**config.mk**
```make
export PLATFORM = sky130hd
export DESIGN_NAME = uart_tx_scheduler
export DESIGN_NICKNAME = d
export VERILOG_FILES = /design/src/rtl/uart_sched_pkg.sv /design/src/rtl/rr_arbiter.sv /design/src/rtl/uart_tx_scheduler.sv
export SDC_FILE = /design/constraint.sdc
export NUM_CORES = 1
export LEC_CHECK = 0
export ABC_AREA = 1
export BUFFER_PORTS_ARGS = -buffer_cell sky130_fd_sc_hd__buf_2
export CAP_MARGIN = 20
export CORE_UTILIZATION = 29
export CTS_BUF_LIST = sky130_fd_sc_hd__clkbuf_8
export DETAILED_ROUTE_END_ITERATION = 7
export PLACE_DENSITY = 0.68
export SETUP_SLACK_MARGIN = 0.4
export SYNTH_ARGS = -nofsm -noshare
export SYNTH_HDL_FRONTEND = slang
export SYNTH_SLANG_ARGS = --single-unit
```
**constraint.sdc**
```tcl
create_clock -name pclk -period 3.7 [get_ports pclk]
set_input_delay 0.37 -clock pclk [delete_from_list [all_inputs] [get_ports pclk]]
set_output_delay 0.37 -clock pclk [all_outputs]
set_load 0.02 [all_outputs]
```
**src/rtl/uart_sched_pkg.sv**
```systemverilog
// Shared definitions for the UART transmit scheduler: FSM state encoding,
// requester limits and APB constants.
package uart_sched_pkg;

    localparam int          NUM_REQ_MAX       = 8;
    localparam logic [31:0] FULL_STRB         = 32'hFFFF_FFFF;
    localparam logic [31:0] DEFAULT_UART_ADDR = 32'h0000_0000;

    // Scheduler FSM encoding (plain constants so older tools can consume them)
    typedef logic [2:0] sched_state_t;

    localparam sched_state_t ST_IDLE      = 3'd0;
    localparam sched_state_t ST_SETUP     = 3'd1;
    localparam sched_state_t ST_ACCESS    = 3'd2;
    localparam sched_state_t ST_WAIT_DONE = 3'd3;
    localparam sched_state_t ST_COMPLETE  = 3'd4;

endpackage

```
**src/rtl/rr_arbiter.sv**
```systemverilog
// Combinational round-robin arbiter: picks the first set request at or after
// last_grant+1 (mod NUM_REQ).
module rr_arbiter
    import uart_sched_pkg::*;
#(
    parameter int NUM_REQ = 4
) (
    input  logic [NUM_REQ-1:0] req,
    input  logic [2:0]         last_grant,
    output logic               valid,
    output logic [2:0]         grant
);

    localparam logic [2:0] LAST_IDX  = 3'(NUM_REQ - 1);
    localparam logic [3:0] NUM_REQ_W = 4'(NUM_REQ);

    logic [2:0]           start;
    logic [2*NUM_REQ-1:0] req_twice;
    logic [NUM_REQ-1:0]   window;
    logic [NUM_REQ:0]     seen;
    logic [2:0]           offset_chain [NUM_REQ+1];
    logic [3:0]           sum;

    // Rotate the request vector so the highest-priority requester sits at bit 0
    assign start     = (last_grant >= LAST_IDX) ? 3'd0 : last_grant + 3'd1;
    assign req_twice = {req, req};
    assign window    = NUM_REQ'(req_twice >> start);

    // Priority-encode the rotated window: lowest set bit wins
    assign seen[0]         = 1'b0;
    assign offset_chain[0] = 3'd0;
    for (genvar gi = 0; gi < NUM_REQ; gi++) begin : g_prio
        assign seen[gi+1]         = seen[gi] | window[gi];
        assign offset_chain[gi+1] = offset_chain[gi] |
                                    ((window[gi] && !seen[gi]) ? 3'(gi) : 3'd0);
    end

    // Undo the rotation to recover the absolute requester index
    assign valid = seen[NUM_REQ];
    assign sum   = {1'b0, start} + {1'b0, offset_chain[NUM_REQ]};
    assign grant = (sum >= NUM_REQ_W) ? 3'(sum - NUM_REQ_W) : sum[2:0];

endmodule

```
**src/rtl/uart_tx_scheduler.sv**
```systemverilog
// UART transmit scheduler: round-robin arbitrates NUM_REQ word senders and
// performs one APB write per word toward the UART transmitter, then waits for
// tx_done before acknowledging the requester.
// Optional feature: define UART_TX_SCHED_TIMEOUT_EN to add a transfer timeout
// (ACCESS + WAIT_DONE limited to TIMEOUT_CYCLES) with a timeout_err pulse.
module uart_tx_scheduler
    import uart_sched_pkg::*;
#(
    parameter int          NUM_REQ        = 4,
    parameter logic [31:0] UART_ADDR      = DEFAULT_UART_ADDR,
    parameter int          TIMEOUT_CYCLES = 256
) (
    input  logic                   pclk,
    input  logic                   rst_n,
    input  logic [NUM_REQ-1:0]     req,
    input  logic [32*NUM_REQ-1:0]  req_data,
    output logic [NUM_REQ-1:0]     ack,
    output logic                   psel,
    output logic                   penable,
    output logic                   pwrite,
    output logic [31:0]            padd,
    output logic [31:0]            pwdata_tx,
    output logic [31:0]            pstrb,
    input  logic                   pready,
    input  logic                   tx_done,
`ifdef UART_TX_SCHED_TIMEOUT_EN
    output logic                   timeout_err,
`endif
    output logic                   busy,
    output logic [2:0]             grant_id
);

    localparam logic [2:0] LAST_IDX = 3'(NUM_REQ - 1);

    sched_state_t state_reg;
    sched_state_t state_next;
    logic [2:0]   last_grant_reg;
    logic         arb_valid;
    logic [2:0]   arb_grant;
    logic [31:0]  req_word [NUM_REQ_MAX];
    logic         in_apb;
    logic         tmo_at_limit;
    logic         tmo_fire;

    // Unpack requester words; unused slots read as zero so a 3-bit index is exact
    for (genvar gi = 0; gi < NUM_REQ_MAX; gi++) begin : g_word
        if (gi < NUM_REQ) begin : g_used
            assign req_word[gi] = req_data[32*gi +: 32];
        end else begin : g_pad
            assign req_word[gi] = 32'h0;
        end
    end

    rr_arbiter #(
        .NUM_REQ (NUM_REQ)
    ) u_arb (
        .req        (req),
        .last_grant (last_grant_reg),
        .valid      (arb_valid),
        .grant      (arb_grant)
    );

    // APB and status outputs decoded straight from the state so reset clears them at once
    assign in_apb  = (state_reg == ST_SETUP) || (state_reg == ST_ACCESS);
    assign psel    = in_apb;
    assign penable = (state_reg == ST_ACCESS);
    assign pwrite  = in_apb;
    assign padd    = in_apb ? UART_ADDR : 32'h0;
    assign pstrb   = in_apb ? FULL_STRB : 32'h0;
    assign busy    = (state_reg != ST_IDLE);

    for (genvar gi = 0; gi < NUM_REQ; gi++) begin : g_ack
        assign ack[gi] = (state_reg == ST_COMPLETE) && (grant_id == 3'(gi));
    end

`ifdef UART_TX_SCHED_TIMEOUT_EN
    localparam int               CNT_W    = $clog2(TIMEOUT_CYCLES + 1);
    localparam logic [CNT_W-1:0] CNT_LAST = CNT_W'(TIMEOUT_CYCLES - 1);

    logic [CNT_W-1:0] tmo_cnt_reg;

    assign tmo_at_limit = (tmo_cnt_reg == CNT_LAST);

    // Count cycles spent waiting on the UART; cleared whenever no transfer is waiting
    always_ff @(posedge pclk or negedge rst_n) begin
        if (!rst_n) begin
            tmo_cnt_reg <= '0;
            timeout_err <= 1'b0;
        end else begin
            timeout_err <= tmo_fire;
            if ((state_reg == ST_ACCESS) || (state_reg == ST_WAIT_DONE)) begin
                tmo_cnt_reg <= tmo_cnt_reg + 1'b1;
            end else begin
                tmo_cnt_reg <= '0;
            end
        end
    end
`else
    logic unused_timeout_cfg;

    assign tmo_at_limit       = 1'b0;
    assign unused_timeout_cfg = (TIMEOUT_CYCLES != 0);
`endif

    // Next-state logic; forward progress takes precedence over an expiring timeout
    always_comb begin
        state_next = state_reg;
        tmo_fire   = 1'b0;
        case (state_reg)
            ST_IDLE: begin
                if (arb_valid) state_next = ST_SETUP;
            end
            ST_SETUP: begin
                state_next = ST_ACCESS;
            end
            ST_ACCESS: begin
                if (pready) begin
                    state_next = ST_WAIT_DONE;
                end else if (tmo_at_limit) begin
                    state_next = ST_IDLE;
                    tmo_fire   = 1'b1;
                end
            end
            ST_WAIT_DONE: begin
                if (tx_done) begin
                    state_next = ST_COMPLETE;
                end else if (tmo_at_limit) begin
                    state_next = ST_IDLE;
                    tmo_fire   = 1'b1;
                end
            end
            ST_COMPLETE: begin
                state_next = ST_IDLE;
            end
            default: begin
                state_next = ST_IDLE;
            end
        endcase
    end

    // State register, grant/data capture at arbitration, round-robin pointer update
    always_ff @(posedge pclk or negedge rst_n) begin
        if (!rst_n) begin
            state_reg      <= ST_IDLE;
            grant_id       <= 3'd0;
            pwdata_tx      <= 32'h0;
            last_grant_reg <= LAST_IDX;
        end else begin
            state_reg <= state_next;
            if ((state_reg == ST_IDLE) && arb_valid) begin
                grant_id  <= arb_grant;
                pwdata_tx <= req_word[arb_grant];
            end
            if ((state_reg == ST_COMPLETE) || tmo_fire) begin
                last_grant_reg <= grant_id;
            end
        end
    end

endmodule

```
==> results by group <==
Timing
  • Final clock skew: 2.84 ps
  • Worst-margin pin slew: 960 ps
  • Fin. Hold Viols: 0
  • Fin. max-slew vios: 0
  • Final setup violation count: 0
  • Final period utilization: 0.888
  • Unrepaired setup endpoints after global routing: yes
  • Setup TNS: 0 ps
  • Tmin final: 3280 ps
  • Slew margin rel.: 0.360
  • Maximum clock frequency: 305 MHz
  • PnR worst setup slack: 416 ps

Drt
  • First-pass DRT Iterations: 5
  • Routed vias/inst: 4.89
  • DRT iter0 DRCs: roughly 240
  • Post-route DRC: 0
  • Via count: between 4000 and 5000
  • DRT antenna net count: 0
  • Routed wire length: 13200 um
  • WL/cell: 15.4 um

Floorplanning
  • Initial Util: 0.303
  • Io pins: about 240
  • Core area: 11700 sq um
  • Row cnt: 39
  • Height of the die: 112 um
  • Die Span X: 112 um
  • Die area: around 13000 sq um

Worst hold path
  • Hold WC Path Type: in -> async

Global routing
  • Global Route met1 Usage: 0.235
  • Grt met3 use: 0.0351
  • Number of global-route vias before repair: 3744
  • Pin count of the biggest net entering global routing: 42
  • Antenna violations before repair: 0
  • Global-route wire length before repair: approximately 18000 um
  • All-Layer GR Usage: 0.182
  • Overflow left after global routing: 0
  • Routing usage on met2: 0.321
  • GRT busiest layer: met2

Clock tree
  • Clk buf depth: 2
  • Cts hold-fix bufs: 0
  • Clk pin slew, worst setup/hold paths: roughly 90 ps
  • Clk_lat worst skew: just under 300 ps
  • H-tree depth: 2
  • CTS Buf Count: 5
  • Clock sink count: 41
  • Clk Tree Root Cell: clkbuf_8
  • TritonCTS clock tree: yes

Synth
  • Post-synth ARST share: 1.00
  • Synthesis Warnings: 0
  • Area leader, netlist: dfrtp_1
  • Most frequent cell after synthesis: nand2_1
  • Post-synth top area share: 0.276
  • Area contributors post-synth: dfrtp_1 (28%), nand2_1 (21%), buf_4 (14%), a21oi_1 (9.2%), a211oi_1 (6.8%)
  • Average size of a mapped cell: 6.65 sq um
  • Flops & latches, synth: 41
  • Most used DFF post-synth: dfrtp_1
  • Seq/Total Area, Yosys: 0.291
  • Unique cell type count in the Yosys netlist: 30
  • Post-synthesis cell count: 532
  • Syn Std Cell Area: 3540 sq um
  • Post-synth EDFFs: 0
  • Synth cell count leaders: nand2_1 (198), a21oi_1 (65), buf_4 (65), nand3_1 (46), dfrtp_1 (39)

Finish
  • Fill cell total of the finished layout: 1197
  • Fin nets: 855
  • Ant. Diodes: 0
  • Largest register FFs: 32
  • Register area: 1030 sq um
  • Most flops, register: pwdata_tx
  • Share of layout cells above drive strength 1: 0.499
  • Final Non-Filler Cells: around 860
  • Multi-input gate area: 2420 sq um
  • Final Cell Area: 5300 sq um
  • Area growth syn-to-layout: 49.8%

Placed design
  • Placed inst area: 4380 sq um
  • Dpl ws: 257 ps
  • Placed Instances: between 800 and 900
  • I/O Buffers: 210
  • GP Congestion: slightly below 0.8
  • HPWL after DPL: 8130 um

Worst setup path
  • R2R setup slack: between 400 and 500 ps
  • Startpoint class of the critical path: flip-flop
  • Endpoint of the lowest-slack register-to-register path: pwdata_tx[23]
  • Reg2Reg Depth: 22
  • Worst r2r src: last_grant_reg[1]
  • Crit. Startpoint: last_grant_reg[1]
  • Req. time, crit path: 3890 ps
  • Worst-path fanout max: 7
  • Arrival @ worst endpoint: 3470 ps
  • CP endpoint kind: flip-flop
  • Setup CP Type: reg -> reg

Job
  • Max Cap Viol: 0

Outcome
  • Run status: completed
cell usage in the layout (no fill, tap or decap), types with 6 or more instances in the layout:
cell      instances
buf_2           210
nand2_1         177
nand3_1          44
dfrtp_1          39
a21oi_2          35
conb_1           32
a21oi_1          27
a211oi_2         26
inv_1            15
nand2_4          15
buf_4            14
nand2_2          10
nor2_4            6
a211oi_1          6
cell families (layout without fill, tap and decap cells):
logic type      count (synthesis)  in the layout  share of synthesized area
flops                          41             41                      0.291
fa+ha+maj                       5              5                     0.0198
other cells                     1             32                    0.00106
compound gates                103            103                      0.169
buf+inv                       114            265                      0.199
simple gates                  268            269                      0.320
worst max-delay path: stages (launching register included):
cell       delay (ps)
dfstp_2           390
ha_4              160
ha_4              150
nor2_4            200
buf_6             140
nand3b_1           70
nand2_1            70
nand2_1            50
nand2_1            60
nand2_1            60
nand2_2            70
o21ai_1            70
and2_4            160
ha_4              160
fa_2              580
buf_6             120
buf_12            100
clkbuf_16         150
nand2_1            70
a21oi_2           120
a211oi_2           40
nand3_1           120
nand2_1            60
stage by stage:
stage	hold slack (ps)	util
finish	225	0.454
global route	298	0.454
CTS	261	0.405
detailed placement	454	0.375
global placement	450	0.375
floorplan	74.4	-
worst max path at each step:
stage	end	cells past startpoint
finish	pwdata_tx[23]	22
global placement	pwdata_tx[21]	18
CTS	pwdata_tx[21]	19
global route	pwdata_tx[24]	21
detailed placement	pwdata_tx[21]	18
floorplan	pwdata_tx[31]	19
layer usage:
layer	vias to the layer above	wire length, um
li1	2030	-
met1	1929	5580
met2	224	6470
met3	11	1030
met4	0	123
met5	-	0
area by class of cell:
type / instances / share of cell area
multi-input cells: 409 / 0.458
well taps: 143 / 0.0338
clock buffers: 5 / 0.0130
flip-flops and latches: 41 / 0.194
repair buffers: 241 / 0.286
inverters: 16 / 0.0118
clock inverters: 3 / 0.00331
timing repair:
action | CTS | global route
cloned | 4 | 5
setup endpoints to repair | 32 | 33
gates resized for setup | 15 | 109
setup buffers | 12 | 1
hold endpoints to repair | 0 | 0
pin swaps | 46 | 78
Power is not shown: default switching activity piles up to over one toggle a cycle in this logic, so the estimate is an artifact.
